### config.mk
export PLATFORM = sky130hd
export DESIGN_NAME = mdu_iter
export DESIGN_NICKNAME = d
export VERILOG_FILES = /design/src/rtl/mdu_iter_pkg.sv /design/src/rtl/mdu_iter_sign_fix.sv /design/src/rtl/mdu_iter.sv
export SDC_FILE = /design/constraint.sdc
export NUM_CORES = 1
export LEC_CHECK = 0
export CORE_MARGIN = 2
export CORE_UTILIZATION = 45
export DETAILED_ROUTE_END_ITERATION = 8
export PLACE_DENSITY = 0.7
export SETUP_SLACK_MARGIN = 0.15
export SLEW_MARGIN = 20
export SYNTH_ARGS = -nofsm -noshare
export SYNTH_HDL_FRONTEND = slang
export SYNTH_SLANG_ARGS = --single-unit
### constraint.sdc
create_clock -name clk_i -period 3.1 [get_ports clk_i]
set_input_delay 0.465 -clock clk_i [delete_from_list [all_inputs] [get_ports clk_i]]
set_output_delay 0.465 -clock clk_i [all_outputs]
set_load 0.03 [all_outputs]
### src/rtl/mdu_iter_pkg.sv
// Shared definitions for the iterative multiply/divide unit.
// Holds the RV M funct3 op encodings, the FSM state encoding and the
// helpers that classify which operands of an op are signed.
package mdu_iter_pkg;

    localparam logic [2:0] MDU_OP_MUL    = 3'd0;
    localparam logic [2:0] MDU_OP_MULH   = 3'd1;
    localparam logic [2:0] MDU_OP_MULHSU = 3'd2;
    localparam logic [2:0] MDU_OP_MULHU  = 3'd3;
    localparam logic [2:0] MDU_OP_DIV    = 3'd4;
    localparam logic [2:0] MDU_OP_DIVU   = 3'd5;
    localparam logic [2:0] MDU_OP_REM    = 3'd6;
    localparam logic [2:0] MDU_OP_REMU   = 3'd7;

    typedef enum logic [2:0] {
        ST_IDLE = 3'd0,
        ST_MUL  = 3'd1,
        ST_DIV  = 3'd2,
        ST_FIX  = 3'd3,
        ST_DONE = 3'd4
    } mdu_state_e;

    // rs1 is treated as signed for MULH, MULHSU, DIV and REM.
    function automatic logic op_signed_a(input logic [2:0] op);
        return (op == MDU_OP_MULH) || (op == MDU_OP_MULHSU) ||
               (op == MDU_OP_DIV)  || (op == MDU_OP_REM);
    endfunction

    // rs2 is treated as signed for MULH, DIV and REM.
    function automatic logic op_signed_b(input logic [2:0] op);
        return (op == MDU_OP_MULH) || (op == MDU_OP_DIV) || (op == MDU_OP_REM);
    endfunction

endpackage

### src/rtl/mdu_iter_sign_fix.sv
// Result fix-up for the multiply/divide unit (purely combinational).
// Applies the recorded two's-complement negate and selects the result:
//   acc_i    : 2*XLEN accumulator; product for multiplies,
//              {remainder, quotient} for divides
//   op_i     : captured RV M funct3
//   neg_i    : negate flag recorded at capture
//   result_o : final XLEN-bit result
module mdu_iter_sign_fix
    import mdu_iter_pkg::*;
#(
    parameter int XLEN = 32
) (
    input  logic [2*XLEN-1:0] acc_i,
    input  logic [2:0]        op_i,
    input  logic              neg_i,
    output logic [XLEN-1:0]   result_o
);

    logic [2*XLEN-1:0] prod;
    logic [XLEN-1:0]   quot;
    logic [XLEN-1:0]   rem;

    always_comb begin
        prod = neg_i ? (~acc_i + 1'b1) : acc_i;
        quot = neg_i ? (~acc_i[XLEN-1:0] + 1'b1) : acc_i[XLEN-1:0];
        rem  = neg_i ? (~acc_i[2*XLEN-1:XLEN] + 1'b1) : acc_i[2*XLEN-1:XLEN];
        result_o = '0;
        case (op_i)
            MDU_OP_MUL:                           result_o = prod[XLEN-1:0];
            MDU_OP_MULH, MDU_OP_MULHSU,
            MDU_OP_MULHU:                         result_o = prod[2*XLEN-1:XLEN];
            MDU_OP_DIV, MDU_OP_DIVU:              result_o = quot;
            default:                              result_o = rem;
        endcase
    end

endmodule

### src/rtl/mdu_iter.sv
// Iterative RV32M/RV64M multiply/divide unit.
// One request in (valid/ready), one response out (valid/ready).
//   clk_i, rst_ni              : clock, async active-low reset
//   req_valid_i/req_ready_o    : request handshake; op_i, op1_i, op2_i captured
//   flush_i                    : kill the in-flight operation, no response
//   resp_valid_o/resp_ready_i  : response handshake; result_o valid with resp_valid_o
//   busy_o                     : high whenever not IDLE (execute-stage stall)
//   dbg_state_o                : current FSM state
// Handshake rule: a transfer happens on a rising edge where valid and ready
// are both high; valid, once raised by the unit, stays high with stable data
// until the transfer (or a flush).
module mdu_iter
    import mdu_iter_pkg::*;
#(
    parameter int XLEN     = 32,
    parameter int MUL_BITS = 1
) (
    input  logic            clk_i,
    input  logic            rst_ni,
    input  logic            req_valid_i,
    output logic            req_ready_o,
    input  logic [2:0]      op_i,
    input  logic [XLEN-1:0] op1_i,
    input  logic [XLEN-1:0] op2_i,
    input  logic            flush_i,
    output logic            resp_valid_o,
    input  logic            resp_ready_i,
    output logic [XLEN-1:0] result_o,
    output logic            busy_o,
    output logic [2:0]      dbg_state_o
);

    localparam int MUL_N = XLEN / MUL_BITS;
    localparam int CNT_W = $clog2(XLEN) + 1;

    mdu_state_e state_q, state_d;

    logic [2*XLEN-1:0] acc_q;
    logic [XLEN-1:0]   b_q;
    logic [2:0]        op_q;
    logic              neg_q;
    logic [CNT_W-1:0]  cnt_q;
    logic [XLEN-1:0]   result_q;

    logic            accept;
    logic            sa, sb;
    logic [XLEN-1:0] a_abs, b_abs;
    logic            div_zero, div_ovf;
    logic            neg_d;

    logic [XLEN+MUL_BITS-1:0] mul_sum;
    logic [XLEN:0]            div_shift, div_diff;
    logic [2*XLEN-1:0]        mul_next, div_next;
    logic [XLEN-1:0]          fix_result;

    // Capture-side decode: absolute values, negate flag and special cases.
    always_comb begin
        sa       = op_signed_a(op_i) && op1_i[XLEN-1];
        sb       = op_signed_b(op_i) && op2_i[XLEN-1];
        a_abs    = sa ? (~op1_i + 1'b1) : op1_i;
        b_abs    = sb ? (~op2_i + 1'b1) : op2_i;
        div_zero = op_i[2] && (op2_i == '0);
        div_ovf  = ((op_i == MDU_OP_DIV) || (op_i == MDU_OP_REM)) &&
                   (op1_i == {1'b1, {(XLEN-1){1'b0}}}) && (op2_i == '1);
        case (op_i)
            MDU_OP_MULH, MDU_OP_DIV: neg_d = sa ^ sb;
            MDU_OP_MULHSU, MDU_OP_REM: neg_d = sa;
            default: neg_d = 1'b0;
        endcase
    end

    // Shift-add step: multiplier sits in the low half of acc and is consumed
    // MUL_BITS at a time while the partial product grows into the high half.
    always_comb begin
        mul_sum  = (XLEN+MUL_BITS)'(acc_q[2*XLEN-1:XLEN]) +
                   (XLEN+MUL_BITS)'(b_q) * (XLEN+MUL_BITS)'(acc_q[MUL_BITS-1:0]);
        mul_next = {mul_sum, acc_q[XLEN-1:MUL_BITS]};
    end

    // Restoring division step: acc holds {remainder, dividend/quotient}.
    always_comb begin
        div_shift = {acc_q[2*XLEN-1:XLEN], acc_q[XLEN-1]};
        div_diff  = div_shift - {1'b0, b_q};
        if (!div_diff[XLEN])
            div_next = {div_diff[XLEN-1:0], acc_q[XLEN-2:0], 1'b1};
        else
            div_next = {div_shift[XLEN-1:0], acc_q[XLEN-2:0], 1'b0};
    end

    mdu_iter_sign_fix #(.XLEN(XLEN)) u_sign_fix (
        .acc_i    (acc_q),
        .op_i     (op_q),
        .neg_i    (neg_q),
        .result_o (fix_result)
    );

    always_ff @(posedge clk_i or negedge rst_ni) begin
        if (!rst_ni) state_q <= ST_IDLE;
        else         state_q <= state_d;
    end

    // Special cases skip iteration; they pass through FIX with the answer
    // pre-loaded into acc so the normal select produces it.
    always_comb begin
        state_d = state_q;
        accept  = 1'b0;
        case (state_q)
            ST_IDLE: begin
                if (req_valid_i && !flush_i) begin
                    accept = 1'b1;
                    if (div_zero || div_ovf) state_d = ST_FIX;
                    else if (op_i[2])        state_d = ST_DIV;
                    else                     state_d = ST_MUL;
                end
            end
            ST_MUL, ST_DIV: if (cnt_q == '0) state_d = ST_FIX;
            ST_FIX:  state_d = ST_DONE;
            ST_DONE: if (resp_ready_i) state_d = ST_IDLE;
            default: state_d = ST_IDLE;
        endcase
        if (flush_i) state_d = ST_IDLE;
    end

    always_ff @(posedge clk_i or negedge rst_ni) begin
        if (!rst_ni) begin
            acc_q    <= '0;
            b_q      <= '0;
            op_q     <= MDU_OP_MUL;
            neg_q    <= 1'b0;
            cnt_q    <= '0;
            result_q <= '0;
        end else if (accept) begin
            op_q <= op_i;
            b_q  <= b_abs;
            if (div_zero) begin
                acc_q <= {op1_i, {XLEN{1'b1}}};
                neg_q <= 1'b0;
            end else if (div_ovf) begin
                acc_q <= {{XLEN{1'b0}}, op1_i};
                neg_q <= 1'b0;
            end else begin
                acc_q <= {{XLEN{1'b0}}, a_abs};
                neg_q <= neg_d;
            end
            cnt_q <= op_i[2] ? CNT_W'(XLEN - 1) : CNT_W'(MUL_N - 1);
        end else begin
            case (state_q)
                ST_MUL: begin
                    acc_q <= mul_next;
                    cnt_q <= cnt_q - 1'b1;
                end
                ST_DIV: begin
                    acc_q <= div_next;
                    cnt_q <= cnt_q - 1'b1;
                end
                ST_FIX: result_q <= fix_result;
                default: ;
            endcase
        end
    end

    assign req_ready_o  = (state_q == ST_IDLE);
    assign resp_valid_o = (state_q == ST_DONE);
    assign busy_o       = (state_q != ST_IDLE);
    assign result_o     = result_q;
    assign dbg_state_o  = state_q;

endmodule
# ---- Word level (Yosys, flattened, before mapping)
# Index checks and enable logic that the tools add are counted.
dict set report totals {
  out_inout_bits 38
  input_bits 72
  register_bits 141
  elab_cells 94
}
dict set report op_classes {
  muxes 25
  bitwise 7
  eq_ne 18
  n_reduce_logical 28
  n_mul 1
  n_addsub 8
}
# operator count
set op_table {}
lappend op_table {{64-bit two-way mux} 4}
lappend op_table {{32-bit two-way mux} 5}
lappend op_table {{32-bit by 1-bit adder with 32-bit output, second input constant} 4}
lappend op_table {{32-bit NOT} 4}
lappend op_table {{64-bit case mux with 2 select lines} 1}
lappend op_table {{32-bit case mux with 3 select lines} 1}
lappend op_table {{64-bit by 1-bit adder with 64-bit output, second input constant} 1}
lappend op_table {{32-bit equality test, second input constant} 2}
lappend op_table {{64-bit NOT} 1}
lappend op_table {{32-bit by 33-bit adder with 33-bit output} 1}
lappend op_table {{32-bit by 1-bit multiplier with 33-bit output} 1}
lappend op_table {{33-bit by 32-bit subtractor with 33-bit output} 1}
lappend op_table {{32-bit zero test} 1}
lappend op_table {{3-bit by 2-bit equality test with 1-bit output, second input constant} 5}
lappend op_table {{3-bit equality test, second input constant} 5}
lappend op_table {{3-bit two-way mux} 4}
lappend op_table {{6-bit two-way mux} 2}
lappend op_table {{3-bit case mux with 4 select lines} 1}
lappend op_table {{3-bit by 1-bit equality test with 1-bit output, second input constant} 3}
lappend op_table {{2-bit OR reduction} 4}
lappend op_table {{1-bit logical OR} 7}
lappend op_table {{1-bit logical AND} 6}
lappend op_table {{3-bit zero test} 2}
lappend op_table {{6-bit zero test} 1}
lappend op_table {{14 further kinds} 20}

# ---- Logic depth before layout (Yosys ltp)
# Gate-level depths: netlist (run 1).
dict set report logic_depth {
  depth_word 9
  depth_mapped 15
}

# ---- Hierarchy
# Synthesis (run 1) repeated with hierarchy kept, for this count alone.
dict set report unflattened {
  cells_unflattened 1915
  hier_area_um2 14681.6
}
# mod seq_area_each_um2 cells_per_inst area_each_um2 instances
set modules_own_cells {}
lappend modules_own_cells {mdu_iter 3528.4 1467 11810.1 1}
lappend modules_own_cells {mdu_iter_sign_fix 0.0 448 2871.5 1}

# ---- Worst setup path after synthesis (run 1)
# OpenSTA, ideal clock, no wires.
dict set report synth_path {
  path_type {reg-to-reg}
  start {reg acc_q[0]}
  end {reg acc_q[62]}
  stages_incl_launch_ff 16
  path_slack_ns -0.243
  arrival_time_ns 3.209
  path_buffers 3
  setup_ns 0.134
  path_cell_list {dfrtp_1 inv_1 clkbuf_1 buf_1 nor2_1 ha_1 clkbuf_1 o21a_1 o21bai_1 a211o_1 a31oi_1 a311oi_1 a21oi_1 mux2_2 o21ai_0 o211ai_1}
}
dict set report synth_between {
  elab_chain_cells 4
}
# item line_no
set synth_rtl {}
lappend synth_rtl {{start, declared} mdu_iter.sv:38} ;# logic [2*XLEN-1:0] acc_q;
lappend synth_rtl {{start signal, assigned} mdu_iter.sv:136} ;# acc_q <= {op1_i, {XLEN{1'b1}}};
lappend synth_rtl {{start signal, assigned} mdu_iter.sv:139} ;# acc_q <= {{XLEN{1'b0}}, op1_i};
lappend synth_rtl {{start signal, assigned} mdu_iter.sv:142} ;# acc_q <= {{XLEN{1'b0}}, a_abs};
lappend synth_rtl {{32-bit by 1-bit multiplier with 33-bit output} mdu_iter.sv:76} ;# (XLEN+MUL_BITS)'(b_q) * (XLEN+MUL_BITS)'(acc_q[MUL_BITS-1:0]);
lappend synth_rtl {{32-bit by 33-bit adder with 33-bit output} mdu_iter.sv:75} ;# mul_sum = (XLEN+MUL_BITS)'(acc_q[2*XLEN-1:XLEN]) +
lappend synth_rtl {{64-bit case mux with 2 select lines} mdu_iter.sv:147} ;# case (state_q)
lappend synth_rtl {{64-bit two-way mux} mdu_iter.sv:132} ;# end else if (accept) begin
# No other way between the ends.
# A chain may end at the register's enable or synchronous reset.

# ---- Worst setup path after layout (run 1)
dict set report layout_path {
  start {reg acc_q[24]}
  end {reg result_q[19], in the netlist result_o[19]}
}
dict set report layout_between {
  elab_chain_cells 4
}
# item line_no
set layout_rtl {}
lappend layout_rtl {{64-bit NOT} mdu_iter_sign_fix.sv:24} ;# prod = neg_i ? (~acc_i + 1'b1) : acc_i;
lappend layout_rtl {{64-bit by 1-bit adder with 64-bit output} mdu_iter_sign_fix.sv:24}
lappend layout_rtl {{64-bit two-way mux} mdu_iter_sign_fix.sv:24}
lappend layout_rtl {{32-bit case mux with 3 select lines} mdu_iter_sign_fix.sv:28} ;# case (op_i)
lappend layout_rtl {{end signal, assigned} mdu_iter.sv:156} ;# ST_FIX: result_q <= fix_result;
lappend layout_rtl {{end, declared} mdu_iter.sv:43} ;# logic [XLEN-1:0] result_q;
# No other way between the ends.

==> results of run 1 <==
## report_power, final
| group | switching [mW] | internal (mW) | leakage [nW] |
|---|---|---|---|
| sequential | 0.616 | 2.49 | 1.72 |
| clock | 0.933 | 1.19 | 0.277 |
| combinational | 8.44 | 7.03 | 6.98 |
## through the flow
stage,hold slack (ps),util
floorplan,169,-
CTS,15.6,0.652
global route,21.1,0.673
finish,-17.3,0.673
detailed placement,465,0.600
global placement,459,0.600
## sequential cells by signal, indices dropped and copies added (netlist names)
| name | cells |
|---|---|
| acc_q | 64 |
| b_q | 32 |
| cnt_q | 6 |
| dbg_state_o | 3 |
| neg_q | 1 |
| op_q | 3 |
| result_o | 32 |
## worst max-delay path: stages (launching register included)
cell,delay [ps]
dfrtp_1,380
or4_4,550
or4b_4,500
or4_4,470
or3_4,410
buf_4,170
o31ai_4,180
nor2b_4,200
xnor2_2,120
a21oi_1,160
o21ai_1,80
## per-layer routing
metal  vias to the layer above  wire length, um  GRT usage
li1                       7840                -          -
met1                      8160            25000      0.481
met2                       924            29000      0.621
met3                       242             5590     0.0671
met4                         2             3830      0.197
met5                         -               13          0
## synth_stat cells, types with 16 or more instances
master / count
a211oi_1: 18
a21o_1: 24
a21oi_1: 144
a221oi_1: 18
a22oi_1: 27
a31oi_1: 32
and3_1: 18
clkbuf_1: 111
dfrtp_1: 141
ha_1: 71
inv_1: 66
mux2i_1: 19
nand2_1: 260
nand2b_1: 19
nand3_1: 39
nand4_1: 26
nor2_1: 171
nor3_1: 34
nor4_1: 17
o211ai_1: 19
o21a_1: 16
o21ai_0: 185
o22ai_1: 22
o31ai_1: 31
or3_1: 19
or4_1: 16
xnor2_1: 90
xor2_1: 85
## kinds of logic (layout without fill, tap and decap cells)
family / count (synthesis) / count (layout)
adder cells (fa/ha/maj): 73 / 73
buffers and inverters: 191 / 654
AO/OA/AOI/OAI: 630 / 630
AND/OR/NAND/NOR: 674 / 674
flip-flops: 141 / 141
XOR/XNOR: 175 / 175
multiplexers: 26 / 26
## final cells by class
cell class                      instances  share of cell area
Sequential cell                       141               0.171
Multi-Input combinational cell       1578               0.532
Clock inverter                         15             0.00780
Clock buffer                           17              0.0206
Timing Repair Buffer                  556               0.232
Inverter                               66              0.0121
Tap cell                              396              0.0240
## final timing paths
kind | slack (ps) | cells after the start | startpoint | to
max | -250 | 10 | acc_q[24]$_DFFE_PN0P_ | result_o[19]$_DFFE_PN0P_
min | -20 | 1 | rst_ni | result_o[2]$_DFFE_PN0P_
max reg2reg | -250 | 10 | acc_q[24]$_DFFE_PN0P_ | result_o[19]$_DFFE_PN0P_
min reg2reg | 470 | 2 | result_o[10]$_DFFE_PN0P_ | result_o[10]$_DFFE_PN0P_
max in group asynchronous | 2290 | 2 | rst_ni | result_o[20]$_DFFE_PN0P_
min in group clk_i | 470 | 4 | op2_i[1] | b_q[1]$_DFFE_PN0P_
## timing repair
| item | 4_1_cts | 5_1_grt |
|---|---|---|
| endpoints found under the setup margin | 92 | 81 |
| pin swaps | 109 | 79 |
| buffers inserted | 26 | 13 |
| gates cloned | 3 | 0 |
| gates resized for setup | 199 | 126 |
==> flow_summary.ini, run 1 <==
[power]
ir_drop_uv = 497
leakage_nw = 8.97
p_per_area_mw_per_mm2 = 1000
power_mw = 20.7

[clock_tree]
cts_tree = yes
cts_root_buf = clkbuf_16
hold_buffers = 0
cts_max_path_buffers = 2
clk_latency_ps = 460
cts-buffers-inserted = 17
clock-sinks = 141
h-tree-depth = 4
clk_pin_slew_worst_paths_ps = 60

[logic_synthesis]
synthSimpleGateAreaFrac = 0.222
synth_top_family_by_area = compound AO/OA/AOI/OAI gates
synth_compound_area_frac = 0.283
yosys.area.top_type = dfrtp_1
synthAdderAreaFrac = 0.0658
synth_flop_cell = dfrtp_1
synth-seq-cells = 141
synth_cell_types = 73
synth_xor_area_frac = 0.109
synth_top_cell_area_share = 0.250
synth_fp_nets = 2055
netlist_area_mm2 = 0.0141
netlist_top_cells_area = dfrtp_1, nand2_1, o21ai_0
netlist_instances = 1910
muxShareOfSynthArea = 0.0191
syn_avg_cell_area_um2 = 7.39
synth-edff-count = 0
yosys_warnings = 0
async_reset_ff_frac = 1.00
yosysSeqAreaShare = 0.250

[timing]
timing.fmax_mhz = 298
finalHoldViolations = 5
fin_skew_ps = 17.4
worst_slew_pin_slew_ps = 939
whs_ps = -17.3
worst_slack_ps = -252
post-route-min-period_ps = 3350
fin_crit_sh = 1.08
finalSetupViolCount = 39
rsz0062_at_grt = true
finalMaxSlewViolations = 0
relSlewSlack = 0.372
timing.setup.tns_ps = -3560

[placed_design]
dp_slack_ps = -526
gp_congestion = 0.994
dp_hpwl_mm = 48.8
place_inst = 2695
port_buffers = 109
dpl_cell_area_mm2 = 0.0185

[cells_and_area]
antenna-diode-count = 0
layout-drive-gt1-share = 0.294
final_cell_mix = buf_4, nand2_1, nor2_1
fillers = 2697
layout.nets = 2505
ff_latch_area_mm2 = 0.00354
design_area_mm2 = 0.0207
area_growth_pct = 46.6
stdcell_count = 2769
multi_input_area_mm2 = 0.0110
final_common_cell = buf_4

[die]
ios = 110
start_util = 0.459
dieHeight_um = 181
die_w_um = 181
die_area_mm2 = 0.0328
core_area_mm2 = 0.0307
rows = 64

[grt]
antenna_found_initial = 1
gr-total-overflow = 0
grt_max_degree = 67
grt_pass1_wl_mm = 95.9
grt_util_all_layers = 0.380
grt_pass1_vias = 16700

[setup_path]
crit_type = reg2reg
cp-start-kind = flop
cp-end-kind = flop
cp_max_fo = 4
cp_data_arrival_time_ps = 3670
cp_data_required_time_ps = 3420

[detailed_routing]
drt.antenna.violating_nets = 0
dr.pass1.iters = 5
vias_per_cell = 6.20
drc = 0
dr_total_vias = 17200
routedWlPerCell_um = 22.9
drt-total-wl_mm = 63.5
first_iter_violations = 1861

[flow_run]
maxCapViolCount = 0

[status]
violations = hold timing, setup timing
status = finished with violations

[worst_hold_path]
hold_class = in2async
Note: power is estimated with default switching activity, not from simulation.
==> inputs of run 2 (changes only) <==
--- a/config.mk
+++ b/config.mk
@@ -8,9 +8,10 @@
 export CORE_MARGIN = 2
 export CORE_UTILIZATION = 45
 export DETAILED_ROUTE_END_ITERATION = 8
-export PLACE_DENSITY = 0.7
+export PLACE_DENSITY = 0.69
 export SETUP_SLACK_MARGIN = 0.15
 export SLEW_MARGIN = 20
 export SYNTH_ARGS = -nofsm -noshare
 export SYNTH_HDL_FRONTEND = slang
+export SYNTH_HIERARCHICAL = 1
 export SYNTH_SLANG_ARGS = --single-unit
==> run 2 against run 1 <==
Against the previous run: the run ends with setup timing left; sequential power increased by 13%; flip-flop and latch count unchanged; register-to-register slack got worse by 30 ps; global-route usage decreased by 3.2 points; core utilization decreased by 3.1 points; hold slack improved by 59 ps; setup slack got worse by 26 ps; non-clock buffer count decreased by 46; via count increased by 1.8%; final cell count increased by 0.58%; clock skew decreased by 6.5 ps; synthesized cell count increased by 0.26%; critical endpoint is now acc_q[62]$_DFFE_PN0P_.
==> flow_summary.ini, run 2 <==
[status]
status = finished with violations
violations = setup timing

[logic_synthesis]
synth_flop_cell = dfrtp_1
synth-edff-count = 0
synth_fp_nets = 2060
yosys_warnings = 6
netlist_instances = 1915
synth_top_cell_area_share = 0.240
syn_avg_cell_area_um2 = 7.67
yosysSeqAreaShare = 0.240
synth_cell_types = 105
netlist_area_mm2 = 0.0147
yosys.area.top_type = dfrtp_1
async_reset_ff_frac = 1.00
synth_common_cells = nand2_1, a21oi_1, dfrtp_1
synth-seq-cells = 141
synth_most_common_cell = nand2_1
netlist_top_cells_area = dfrtp_1, nand2_1, ha_1

[clock_tree]
cts-buffers-inserted = 17
clk_pin_slew_worst_paths_ps = 70
h-tree-depth = 4
clk_latency_ps = 450
cts_tree = yes
hold_buffers = 0
cts_root_buf = clkbuf_16
cts_max_path_buffers = 2
clock-sinks = 141

[worst_hold_path]
hold_class = in2async

[grt]
grt_pass1_wl_mm = 91.3
gr-total-overflow = 0
grt_pass1_vias = 16600
antenna_found_initial = 0
grt_max_degree = 77
grt_util_all_layers = 0.349

[timing]
timing.fmax_mhz = 296
finalSetupViolCount = 47
whs_ps = 41.6
finalMaxSlewViolations = 0
relSlewSlack = 0.430
worst_slack_ps = -278
fin_skew_ps = 10.9
rsz0062_at_grt = true
finalHoldViolations = 0
fin_crit_sh = 1.09
worst_slew_pin_slew_ps = 853
post-route-min-period_ps = 3380

[placed_design]
gp_congestion = 1.00
dpl_cell_area_mm2 = 0.0186
place_inst = 2692
dp_hpwl_mm = 45.9
dp_slack_ps = -651
port_buffers = 109

[cells_and_area]
largest_register_ffs = 64
design_area_mm2 = 0.0208
largest_register = acc_q
final_common_cell = buf_4
stdcell_count = 2785
layout-drive-gt1-share = 0.292
area_growth_pct = 41.6
antenna-diode-count = 0
layout.nets = 2475
final_cell_mix = buf_4, nand2_1, a21oi_1, dfrtp_1, nor2_1

[flow_run]
maxCapViolCount = 0

[setup_path]
cp_slowest_cell = dfrtp_2
cp_common_cell = buf_12
cp-start-kind = flop
cp_data_required_time_ps = 3470
cp_max_fo = 4
crit_type = reg2reg
cp.buffers_inverters = 3
cp_data_arrival_time_ps = 3750
cp-end-kind = flop
crit_family = compound AO/OA/AOI/OAI gates
path_cells = buf_12, buf_6, and2_4, ha_4, nand3_2, o211ai_1, nand4_1, a31oi_4, buf_12, a21oi_4, o41ai_4, a21oi_2, xnor2_1, nand2_1, a211oi_2
max_stage_delay_ps = 470

[detailed_routing]
first_iter_violations = 1879
dr_total_vias = 17500
drc = 0
drt-total-wl_mm = 62.2
dr.pass1.iters = 8
route.met2.wl_mm = 29.4
wl_met3_mm = 5.22
vias_per_cell = 6.28
drt.antenna.violating_nets = 0
routed.top_layer = met4
routedWlPerCell_um = 22.3
wl_met1_mm = 23.2

[die]
core_area_mm2 = 0.0324
start_util = 0.454
rows = 66
die_area_mm2 = 0.0341
ios = 110
dieHeight_um = 185
die_w_um = 185

[power]
power_mw = 23.5
leakage_nw = 8.98
ir_drop_uv = 536
p_per_area_mw_per_mm2 = 1130
[run 2: cell count changes after synthesis, moves of 13 or more]
cell / change
a22oi_1: -15
mux2_2: +29
nor2_1: -35
clkbuf_1: -28
o21ai_0: -72
xor2_1: -24
a221oi_1: -13
nor4_1: +20
and2_1: +33
o22ai_1: +21
[run 2: final cells by class]
class | instances | area, um2
fill | 2809 | 11600
multi-input combinational | 1582 | 11400
timing repair buffer | 510 | 4420
sequential | 141 | 3530
tap | 442 | 553
clock buffer | 17 | 425
inverter | 78 | 305
clock inverter | 15 | 125
[run 2: worst reg2reg max path, delay by kind of cell, from the launching register on]
family          cells  cell delay, ps
buf+inv             3             410
simple gates        4             590
compound gates      6            1370
flops               1             470
fa+ha+maj           1             280
xor+xnor            1             190
[run 2: repair_timing]
item / CTS / global route
pin swaps: 41 / 101
cloned: 1 / 3
setup buffers: 17 / 40
setup endpoints to repair: 39 / 70
gates resized for setup: 79 / 169
[run 2: kinds of logic (layout without fill, tap and decap cells)]
kind of cell               after synthesis  in the layout  share of synthesized area
muxes                                   52             52                     0.0389
AOI/OAI and AO/OA                      601            601                      0.272
xor gates and xnor gates               153            153                     0.0913
buffers and inverters                  194            620                     0.0571
adders and majority gates               73             73                     0.0632
DFF                                    141            141                      0.240
and+or+nand+nor                        701            703                      0.237
[run 2: path summary, 6_finish.rpt]
check | from | end | slack [ps] | cells after the start
min in group clk_i | op2_i[1] | b_q[1]$_DFFE_PN0P_ | 470 | 4
max reg2reg | acc_q[0]$_DFFE_PN0P_ | acc_q[62]$_DFFE_PN0P_ | -280 | 15
min | rst_ni | result_o[5]$_DFFE_PN0P_ | 40 | 1
min reg2reg | result_o[25]$_DFFE_PN0P_ | result_o[25]$_DFFE_PN0P_ | 500 | 1
max | acc_q[0]$_DFFE_PN0P_ | acc_q[62]$_DFFE_PN0P_ | -280 | 15
max in group asynchronous | rst_ni | result_o[19]$_DFFE_PN0P_ | 2230 | 2
[run 2: metrics by stage]
stage	utilization	TNS (ps)
floorplan	-	0
global placement	0.573	-6980
detailed placement	0.573	-11920
CTS	0.606	-1650
global route	0.642	-9770
finish	0.642	-5830
[run 2: per-layer routing]
metal / global-route usage / vias up
met3: 0.0492 / 257
met4: 0.222 / 0
met2: 0.586 / 995
met5: 0 / -
met1: 0.419 / 8346
li1: - / 7882
[run 2: report_power, final]
group / switching (mW) / internal, mW
clock network: 1.01 / 1.05
registers: 0.875 / 2.62
logic: 9.86 / 8.06
==> inputs of run 3 (changes only) <==
--- a/config.mk
+++ b/config.mk
@@ -5,10 +5,12 @@
 export SDC_FILE = /design/constraint.sdc
 export NUM_CORES = 1
 export LEC_CHECK = 0
+export ABC_AREA = 1
+export CORE_ASPECT_RATIO = 1.4
 export CORE_MARGIN = 2
-export CORE_UTILIZATION = 45
+export CORE_UTILIZATION = 56
 export DETAILED_ROUTE_END_ITERATION = 8
-export PLACE_DENSITY = 0.69
+export PLACE_DENSITY = 0.82
 export SETUP_SLACK_MARGIN = 0.15
 export SLEW_MARGIN = 20
 export SYNTH_ARGS = -nofsm -noshare
==> run 3 against run 2 <==
Against the previous run: the flow finishes with violations (DRC); design area down 3.0%; maximum frequency up 18%; flip-flop and latch count unchanged; hold slack worse by 38 ps; die area down 5.0%; wire length up 24%.
==> flow_summary.ini, run 3 <==
[status]
status = finished with violations
violations = DRC

[grt]
grt_pass1_vias = 20300
antenna_found_initial = 1
grt_util_all_layers = 0.468
grt_pass1_wl_mm = 116
grt_max_degree = 99
gr-total-overflow = 0

[timing]
relSlewSlack = 0.440
finalMaxSlewViolations = 0
fin_crit_sh = 0.923
post-route-min-period_ps = 2860
finalHoldViolations = 0
finalSetupViolCount = 0
timing.fmax_mhz = 349
worst_slew_pin_slew_ps = 832
fin_skew_ps = 9.30
timing.setup.tns_ps = 0
rsz0062_at_grt = false

[cells_and_area]
largest_register = acc_q
area_growth_pct = 16.3
final_common_cell = nand2_1
layout.nets = 3245
antenna-diode-count = 0
final_cell_mix = nand2_1, inv_1, nor2_1
layout-drive-gt1-share = 0.104
largest_register_ffs = 64

[detailed_routing]
dr_total_vias = 21500
drt.antenna.violating_nets = 0
first_iter_violations = 2603
drc = 5
vias_per_cell = 6.13
dr.pass1.iters = 9
routedWlPerCell_um = 22.0
drt-total-wl_mm = 77.0

[placed_design]
gp_congestion = 1.13
dp_hpwl_mm = 60.5
port_buffers = 109

[logic_synthesis]
netlist_instances = 2949
synth_flop_cell = dfrtp_1
synth_top_cell_area_share = 0.204
synth-seq-cells = 141
yosys_warnings = 6
yosys.area.top_type = dfrtp_1
synth_common_cells = nand2_1, inv_1, nor2_1
syn_avg_cell_area_um2 = 5.88
netlist_top_cells_area = dfrtp_1, nand2_1, nand3_1
yosysSeqAreaShare = 0.204
synth_cell_types = 60
netlist_area_mm2 = 0.0173
synth_fp_nets = 3094
async_reset_ff_frac = 1.00
synth_most_common_cell = nand2_1
synth-edff-count = 0

[clock_tree]
clk_pin_slew_worst_paths_ps = 70
cts_max_path_buffers = 2
clock-sinks = 141
cts-buffers-inserted = 17
cts_tree = yes
h-tree-depth = 4
clk_latency_ps = 460
cts_root_buf = clkbuf_16
hold_buffers = 0

[die]
core_area_mm2 = 0.0306
ios = 110
dieHeight_um = 212
die_w_um = 153
rows = 76
start_util = 0.566
die_area_mm2 = 0.0324

[setup_path]
crit_type = in2reg
cp_slowest_cell = clkdlybuf4s50_1
cp_data_arrival_time_ps = 3260
cp_max_fo = 23
max_stage_delay_ps = 480
cp-end-kind = flop
cp_common_cell = nand2_1
cp_data_required_time_ps = 3500
cp-start-kind = input port
path_cells = clkdlybuf4s50_1, inv_1, ha_1, nand2_2, nor2_4, nand3_2, nor2_4, nand2_2, nor3_4, nand3_2, clkinv_2, nand2_1, a21oi_1, nand2_1, nand2_1

[power]
power_mw = 24.8
leakage_nw = 10.1
p_per_area_mw_per_mm2 = 1230
ir_drop_uv = 809

[worst_hold_path]
hold_class = in2async

[flow_run]
maxCapViolCount = 0
[run 3: per-layer routing]
metal,GRT usage,routed length (um)
met4,0.446,9450
met3,0.0950,7330
met2,0.768,34800
met1,0.501,25400
met5,0,13
[run 3: final cells by class]
type / instances / area, um2
repair buffers: 223 / 2050
clock buffers: 19 / 453
fillers: 2895 / 10500
clock inverters: 12 / 185
inverters: 380 / 1430
flip-flops and latches: 141 / 3550
well taps: 390 / 488
multi-input cells: 2337 / 12000
[run 3: per-stage QoR]
step	instances	hold WS (ps)	util	area (um2)	setup WS [ps]
3_3_place_gp	3459	467	0.630	19300	-69.4
3_5_place_dp	3459	483	0.630	19300	-123
4_1_cts	3490	32.4	0.651	19900	206
2_1_floorplan	2949	169	-	17300	554
5_1_grt	3502	46.4	0.659	20200	125
6_report	3502	3.53	0.659	20200	238
[run 3: timing repair]
action / in CTS / in global routing
resized for setup: 0 / 43
setup buffers: 0 / 11
setup endpoints to repair: 0 / 32
hold endpoints to repair: 0 / 0
[run 3: worst paths after layout]
check                                     startpoint                       end  slack, ps  cells after the start
worst max-delay path                        op2_i[0]     acc_q[51]$_DFFE_PN0P_        240                     15
worst min-delay path                          rst_ni   result_o[5]$_DFFE_PN0P_          4                      1
worst max register to register  acc_q[0]$_DFFE_PN0P_  result_o[31]$_DFFE_PN0P_        290                     11
worst min register to register  cnt_q[2]$_DFFE_PN0P_      cnt_q[2]$_DFFE_PN0P_        500                      2
max in group asynchronous                     rst_ni     acc_q[21]$_DFFE_PN0P_       2300                      2
min in group clk_i              cnt_q[2]$_DFFE_PN0P_      cnt_q[2]$_DFFE_PN0P_        500                      2
[run 3: kinds of logic (layout without fill, tap and decap cells)]
kind of cell             after synthesis  count (layout)  synth area share
adder cells (fa/ha/maj)               73              73            0.0536
AND/OR/NAND/NOR                     1665            1665             0.416
buffers and inverters                471             634             0.109
flip-flops                           141             141             0.204
XOR/XNOR                              89              89            0.0450
AO/OA/AOI/OAI                        478             478             0.152
multiplexers                          32              32            0.0208
[run 3: report_power, final]
group	switching, mW	leakage (nW)	internal [mW]
clock network	0.909	0.304	1.39
logic	12.3	8.08	6.18
registers	1.29	1.72	2.73
total	14.5	10.1	10.3
[run 3: critical path, delay by kind of cell]
family,cells,cell delay (ps)
AOI/OAI and AO/OA,1,460
and+or+nand+nor,10,1200
adders and majority gates,1,200
buffers and inverters,3,910
